--- src/rtl/cpu_types_pkg.sv ---
// Shared types for the data-memory request controller.
package cpu_types_pkg;

  typedef enum logic [1:0] {
    IDLE   = 2'd0,
    PEND   = 2'd1,
    HALTED = 2'd2
  } req_state_t;

  typedef enum logic [1:0] {
    RK_LOAD  = 2'd0,
    RK_STORE = 2'd1,
    RK_LL    = 2'd2,
    RK_SC    = 2'd3
  } req_kind_t;

  // Classify a decoded request; ll/sc qualifiers only count with their matching enable.
  function automatic req_kind_t decode_kind(input logic ren, input logic wen,
                                            input logic ll, input logic sc);
    if (ren && ll)      return RK_LL;
    else if (wen && sc) return RK_SC;
    else if (wen)       return RK_STORE;
    else                return RK_LOAD;
  endfunction

endpackage

--- src/rtl/link_reg.sv ---
// LL/SC link register: word address, valid bit and snoop invalidation.
module link_reg #(
  parameter int unsigned WORD_W = 30
) (
  input  logic              CLK,
  input  logic              RST,
  input  logic              set_i,
  input  logic [WORD_W-1:0] set_addr_i,
  input  logic              clear_i,
  input  logic              snoop_i,
  input  logic [WORD_W-1:0] snoop_addr_i,
  input  logic [WORD_W-1:0] cmp_addr_i,
  output logic              match_c,
  output logic              valid_o
);

  logic [WORD_W-1:0] link_addr_q, link_addr_d;
  logic              valid_q, valid_d;

  // Next link state: set beats a same-cycle snoop, clear or matching snoop drops the link.
  always_comb begin
    link_addr_d = link_addr_q;
    valid_d     = valid_q;
    if (clear_i || (snoop_i && valid_q && (snoop_addr_i == link_addr_q))) begin
      valid_d = 1'b0;
    end
    if (set_i) begin
      valid_d     = 1'b1;
      link_addr_d = set_addr_i;
    end
  end

  // Link state register.
  always_ff @(posedge CLK) begin
    if (RST) begin
      link_addr_q <= '0;
      valid_q     <= 1'b0;
    end else begin
      link_addr_q <= link_addr_d;
      valid_q     <= valid_d;
    end
  end

  assign match_c = valid_q && (cmp_addr_i == link_addr_q);
  assign valid_o = valid_q;

endmodule

--- src/rtl/mem_request_ctrl.sv ---
// Data-memory request latch with PC stall, LL/SC link tracking, timeout monitor and halt.
module mem_request_ctrl
  import cpu_types_pkg::*;
#(
  parameter int unsigned ADDR_W        = 32,
  parameter int unsigned DATA_W        = 32,
  parameter int unsigned TIMEOUT_W     = 8,
  parameter int unsigned TIMEOUT_LIMIT = 200
) (
  input  logic              CLK,
  input  logic              RST,
  input  logic              ihit,
  input  logic              dhit,
  input  logic              dREN_i,
  input  logic              dWEN_i,
  input  logic              ll_i,
  input  logic              sc_i,
  input  logic              halt_i,
  input  logic [ADDR_W-1:0] daddr_i,
  input  logic [DATA_W-1:0] dstore_i,
  input  logic              snoop_inv_i,
  input  logic [ADDR_W-1:0] snoop_addr_i,
  output logic              dREN_o,
  output logic              dWEN_o,
  output logic [ADDR_W-1:0] daddr_o,
  output logic [DATA_W-1:0] dstore_o,
  output logic              pc_enable,
  output logic              sc_valid_o,
  output logic              sc_result_o,
  output logic              link_valid_o,
  output logic              timeout_o,
  output logic              halted_o
);

  localparam int unsigned WORD_W = ADDR_W - 2;

  req_state_t        state_q, state_d;
  req_kind_t         kind_q, kind_d;
  logic              dren_q, dren_d;
  logic              dwen_q, dwen_d;
  logic [ADDR_W-1:0] daddr_q, daddr_d;
  logic [DATA_W-1:0] dstore_q, dstore_d;
  logic              sc_valid_q, sc_valid_d;
  logic              sc_result_q, sc_result_d;
  logic              timeout_q, timeout_d;
  logic              halted_q, halted_d;
  logic [TIMEOUT_W-1:0] cnt_q, cnt_d;

  logic              link_set, link_clr, link_match;
  logic [WORD_W-1:0] cmp_word;
  logic              unused_addr_lsb;

  assign unused_addr_lsb = ^snoop_addr_i[1:0];

  // Compare the incoming address while idle (SC check), the held address while pending.
  assign cmp_word = (state_q == PEND) ? daddr_q[ADDR_W-1:2] : daddr_i[ADDR_W-1:2];

  link_reg #(.WORD_W(WORD_W)) u_link (
    .CLK          (CLK),
    .RST          (RST),
    .set_i        (link_set),
    .set_addr_i   (daddr_q[ADDR_W-1:2]),
    .clear_i      (link_clr),
    .snoop_i      (snoop_inv_i),
    .snoop_addr_i (snoop_addr_i[ADDR_W-1:2]),
    .cmp_addr_i   (cmp_word),
    .match_c      (link_match),
    .valid_o      (link_valid_o)
  );

  // Next-state, capture, link control and PC enable.
  always_comb begin
    state_d     = state_q;
    kind_d      = kind_q;
    dren_d      = dren_q;
    dwen_d      = dwen_q;
    daddr_d     = daddr_q;
    dstore_d    = dstore_q;
    sc_valid_d  = 1'b0;
    sc_result_d = 1'b0;
    timeout_d   = timeout_q;
    cnt_d       = cnt_q;
    link_set    = 1'b0;
    link_clr    = 1'b0;
    pc_enable   = 1'b0;

    case (state_q)
      IDLE: begin
        if (ihit) begin
          if (halt_i) begin
            state_d = HALTED;
          end else if (dREN_i || dWEN_i) begin
            daddr_d  = daddr_i;
            dstore_d = dstore_i;
            kind_d   = decode_kind(dREN_i, dWEN_i, ll_i, sc_i);
            cnt_d    = '0;
            if (dWEN_i && sc_i && !link_match) begin
              // Failed SC resolves immediately without touching memory.
              sc_valid_d = 1'b1;
              pc_enable  = 1'b1;
            end else begin
              state_d = PEND;
              dren_d  = dREN_i;
              dwen_d  = dWEN_i;
            end
          end else begin
            pc_enable = 1'b1;
          end
        end
      end
      PEND: begin
        if (dhit) begin
          state_d   = IDLE;
          dren_d    = 1'b0;
          dwen_d    = 1'b0;
          cnt_d     = '0;
          pc_enable = 1'b1;
          case (kind_q)
            RK_LL: link_set = 1'b1;
            RK_SC: begin
              sc_valid_d  = 1'b1;
              sc_result_d = 1'b1;
              link_clr    = 1'b1;
            end
            RK_STORE: link_clr = link_match;
            default:  link_clr = 1'b0;
          endcase
        end else begin
          if (cnt_q != {TIMEOUT_W{1'b1}}) cnt_d = cnt_q + TIMEOUT_W'(1);
          if (cnt_d == TIMEOUT_W'(TIMEOUT_LIMIT)) timeout_d = 1'b1;
        end
      end
      HALTED: begin
        dren_d = 1'b0;
        dwen_d = 1'b0;
      end
      default: begin
        state_d = IDLE;
        dren_d  = 1'b0;
        dwen_d  = 1'b0;
      end
    endcase

    halted_d = (state_d == HALTED);
  end

  // Controller registers.
  always_ff @(posedge CLK) begin
    if (RST) begin
      state_q     <= IDLE;
      kind_q      <= RK_LOAD;
      dren_q      <= 1'b0;
      dwen_q      <= 1'b0;
      daddr_q     <= '0;
      dstore_q    <= '0;
      sc_valid_q  <= 1'b0;
      sc_result_q <= 1'b0;
      timeout_q   <= 1'b0;
      halted_q    <= 1'b0;
      cnt_q       <= '0;
    end else begin
      state_q     <= state_d;
      kind_q      <= kind_d;
      dren_q      <= dren_d;
      dwen_q      <= dwen_d;
      daddr_q     <= daddr_d;
      dstore_q    <= dstore_d;
      sc_valid_q  <= sc_valid_d;
      sc_result_q <= sc_result_d;
      timeout_q   <= timeout_d;
      halted_q    <= halted_d;
      cnt_q       <= cnt_d;
    end
  end

  assign dREN_o      = dren_q;
  assign dWEN_o      = dwen_q;
  assign daddr_o     = daddr_q;
  assign dstore_o    = dstore_q;
  assign sc_valid_o  = sc_valid_q;
  assign sc_result_o = sc_result_q;
  assign timeout_o   = timeout_q;
  assign halted_o    = halted_q;

endmodule

--- config.mk ---
export PLATFORM = sky130hd
export DESIGN_NAME = mem_request_ctrl
export DESIGN_NICKNAME = d
export VERILOG_FILES = /design/src/rtl/cpu_types_pkg.sv /design/src/rtl/link_reg.sv /design/src/rtl/mem_request_ctrl.sv
export SDC_FILE = /design/constraint.sdc
export NUM_CORES = 1
export LEC_CHECK = 0
export BUFFER_PORTS_ARGS = -buffer_cell sky130_fd_sc_hd__buf_2
export CAP_MARGIN = 40
export CELL_PAD_IN_SITES_DETAIL_PLACEMENT = 1
export CELL_PAD_IN_SITES_GLOBAL_PLACEMENT = 2
export CORE_ASPECT_RATIO = 1.1
export CORE_UTILIZATION = 25
export DETAILED_ROUTE_END_ITERATION = 7
export PLACE_DENSITY_LB_ADDON = 0.1
export SLEW_MARGIN = 15
export SYNTH_ARGS = -nofsm -noshare
export SYNTH_HDL_FRONTEND = slang
export SYNTH_SLANG_ARGS = --single-unit
--- constraint.sdc ---
create_clock -name CLK -period 2.2 [get_ports CLK]
set_input_delay 0.22 -clock CLK [delete_from_list [all_inputs] [get_ports CLK]]
set_output_delay 0.22 -clock CLK [all_outputs]
set_load 0.05 [all_outputs]
==> results.toml <==
[critical_path]
r2r_start = "state_q[1]$_SDFF_PP0_"
path_class = "reg -> out"
cp-startpoint = "state_q[1]$_SDFF_PP0_"
critPathCaptureType = "output pin"
cp-start-kind = "register"
worst_ep_required_time_ns = 1.98
cp_max_fo = 7
worstPathArrival_ns = 2.81

[logic_synthesis]
yosys.area.top_type = "dfxtp_1"
synth_edf_count = 0
netlist_area_sq_um = 5430
yosys.area.top_type_share = 0.417
synth_top_family_by_area = "simple AND/OR/NAND/NOR gates"
synth_cells = 692
yosysSeqAreaShare = 0.417
synth_compound_gate_area_share = 0.178
synthSimpleGateAreaFrac = 0.236
synth_xor_area_frac = 0.0952
synth_warnings = 0
synth_fa_ha_area_frac = 0.00231
synth.area.mux_share = 0.0295
yosys-top-cells-area = "dfxtp_1, nand2_1, a21oi_1, xnor2_1, xor2_1"
ys_ff_latch = 113
syn_nets = 799
syn_avg_cell_area_sq_um = 7.84
synth-async-reset-ratio = 0
synth.distinct_cells = 60
synth_top_flop_cell = "dfxtp_1"

[detailed_routing]
routed_via_density = 4.65
drc = 2
wirelength_microns = 22400
drt-initial-drc-count = 211
dr_total_vias = 5813
drtPass1Iterations = 6
avgRoutedWirePerCell_microns = 17.9
final_antenna_net_count = 0

[timing]
hold_viol = 0
slew_headroom = 0.613
period_needed_ns = 3.03
hold_slack_ns = 0.0369
max_freq_mhz = 330
rsz0062_at_grt = "true"
setup_violations = 6
skew_ns = 0.00963
slew_viol_final = 0
setup_tns_ns = -2.44
period_share = 1.38
tightest_slew_ns = 0.579
fin_ws_ns = -0.828

[power]
vdd_ir_drop_max_uv = 488
p_leak_nw = 3.46
power_w = 0.00600
p_per_area_nw_per_um2 = 738

[layout]
area_growth_pct = 49.9
nets = 1055
insertedDiodeCount = 0
fillers = 2637
drive_gt1_frac = 0.365
final_cells = 1251

[floorplanning]
start_util = 0.255
ios = 178
fp.dieW_microns = 142
rows = 56
die_h_microns = 157
core_area_sq_um = 21300
dieArea_sq_um = 22300

[grt]
grtUsageTotal = 0.207
grt_pass1_vias = 6035
grt_max_degree = 51
grt_first_pass_wirelength_microns = 34600
grt_overflow = 0
antenna_found_initial = 0

[flow_run]
drv_cap = 0

[min_path]
min_path_type = "in -> reg"
min-delay-start = "dstore_i[3]"

[placed_design]
preCtsSetupSlack_ns = -0.480
io_buffers = 175
dp_cells = 1211
dp_hpwl_microns = 16800
gp_congestion = 0.871

[cts]
cts_buffers = 17
htree_num_levels = 4
clock-sinks = 113
cts_max_path_buffers = 2
cts-root-buf = "clkbuf_16"
cts.reportedPaths.clkPinSlew_ns = 0.06
cts_tree = "yes"
clock_latency_ns = 0.42

[outcome]
violations = "DRC, setup timing"
status = "complete, but fails checks"
## per-layer routing
| metal | vias up | share of wire | global-route usage |
|---|---|---|---|
| met1 | 2762 | 0.44 | 0.255 |
| met3 | 22 | 0.059 | 0.0535 |
| met4 | 0 | 0.017 | 0.0696 |
| met2 | 165 | 0.48 | 0.347 |
| li1 | 2864 | - | - |
| met5 | - | 0 | 0 |
## sequential cells by signal, indices dropped and copies added, names as in the netlist
name and cells:
cnt_q 8, dREN_o 1, dstore_o 32, u_link.valid_o 1
u_link.link_addr_q 30, timeout_o 1, kind_q 2, sc_result_o 1
dWEN_o 1, sc_valid_o 1, state_q 2, daddr_o 32
halted_o 1
## cell type report
type	count	area [sq um]	area share
Sequential cell	113	2300	0.282
Timing Repair Buffer	275	1680	0.206
Tap cell	290	363	0.0446
Clock inverter	11	150	0.0185
Clock buffer	21	492	0.0605
Inverter	15	56.3	0.00692
Multi-Input combinational cell	526	3100	0.381
## synth_stat cells (all sizes together) (4+ instances only)
cell type    n
nand2      205
dfxtp      113
a21oi      107
xnor2       37
clkbuf      33
xor2        22
nor2        21
mux2i       16
inv         15
nand2b      10
nand4        9
nor4         9
o21ai        8
nand3        7
nor3         7
buf          6
o22ai        5
or3          5
o211ai       4
## cells in the final DEF (no fill, tap or decap), types with 6 or more instances in the layout
master     instances
a21oi_1          106
buf_2            173
buf_4             95
clkbuf_16         18
dfxtp_1           96
dfxtp_2           12
inv_1             15
mux2i_1           15
nand2_1          205
nand2b_1           9
nand3_1            7
nand4_1            9
nor2_1            19
nor3_1             6
nor4_1             8
o21ai_0            6
xnor2_1           35
xor2_1            22
## report_power, final
part	total, W	switching, W	internal [W]
clock network	0.00298	0.00104	0.00194
registers	0.00215	0.0000414	0.00211
logic	0.000869	0.000556	0.000313
## cells by family (layout without fill, tap and decap cells)
family          after synthesis  in the layout
mux                          16             16
xor+xnor                     59             59
flops                       113            113
simple gates                292            293
buf+inv                      54            322
compound gates              157            157
fa+ha+maj                     1              1
## metrics by stage
step / util / instance area [sq um]
final: 0.382 / 8130
after global routing: 0.382 / 8130
after CTS: 0.380 / 8100
after detailed placement: 0.344 / 7320
after global placement: 0.344 / 7320
after floorplan: - / 5510
## critical path: stages, from the launching register on
cell       delay (ns)
dfxtp_4          0.38
nand2b_4         0.21
mux2i_1          0.23
xor2_1           0.28
o211ai_1         0.16
or4_4            0.58
o21ba_4          0.24
a2bb2oi_4        0.17
buf_6            0.16
## worst paths after layout
kind,end,cells past startpoint,slack (ns)
setup / recovery,pc_enable,8,-0.83
hold / removal,dstore_o[3]$_SDFFE_PP0P_,3,0.04
setup reg to reg,u_link.valid_o$_SDFFE_PP0P_,12,-0.49
hold reg to reg,dstore_o[17]$_SDFFE_PP0P_,2,0.45
## timing repair
| action | 4_1_cts | 5_1_grt |
|---|---|---|
| hold buffers | 0 | 0 |
| resized for setup | 21 | 5 |
| pin swaps | 5 | 10 |
| endpoints found under the setup margin | 6 | 6 |
| gates cloned | 1 | 0 |
| buffers inserted | 9 | 1 |
Power figures use the tool's default switching activity.
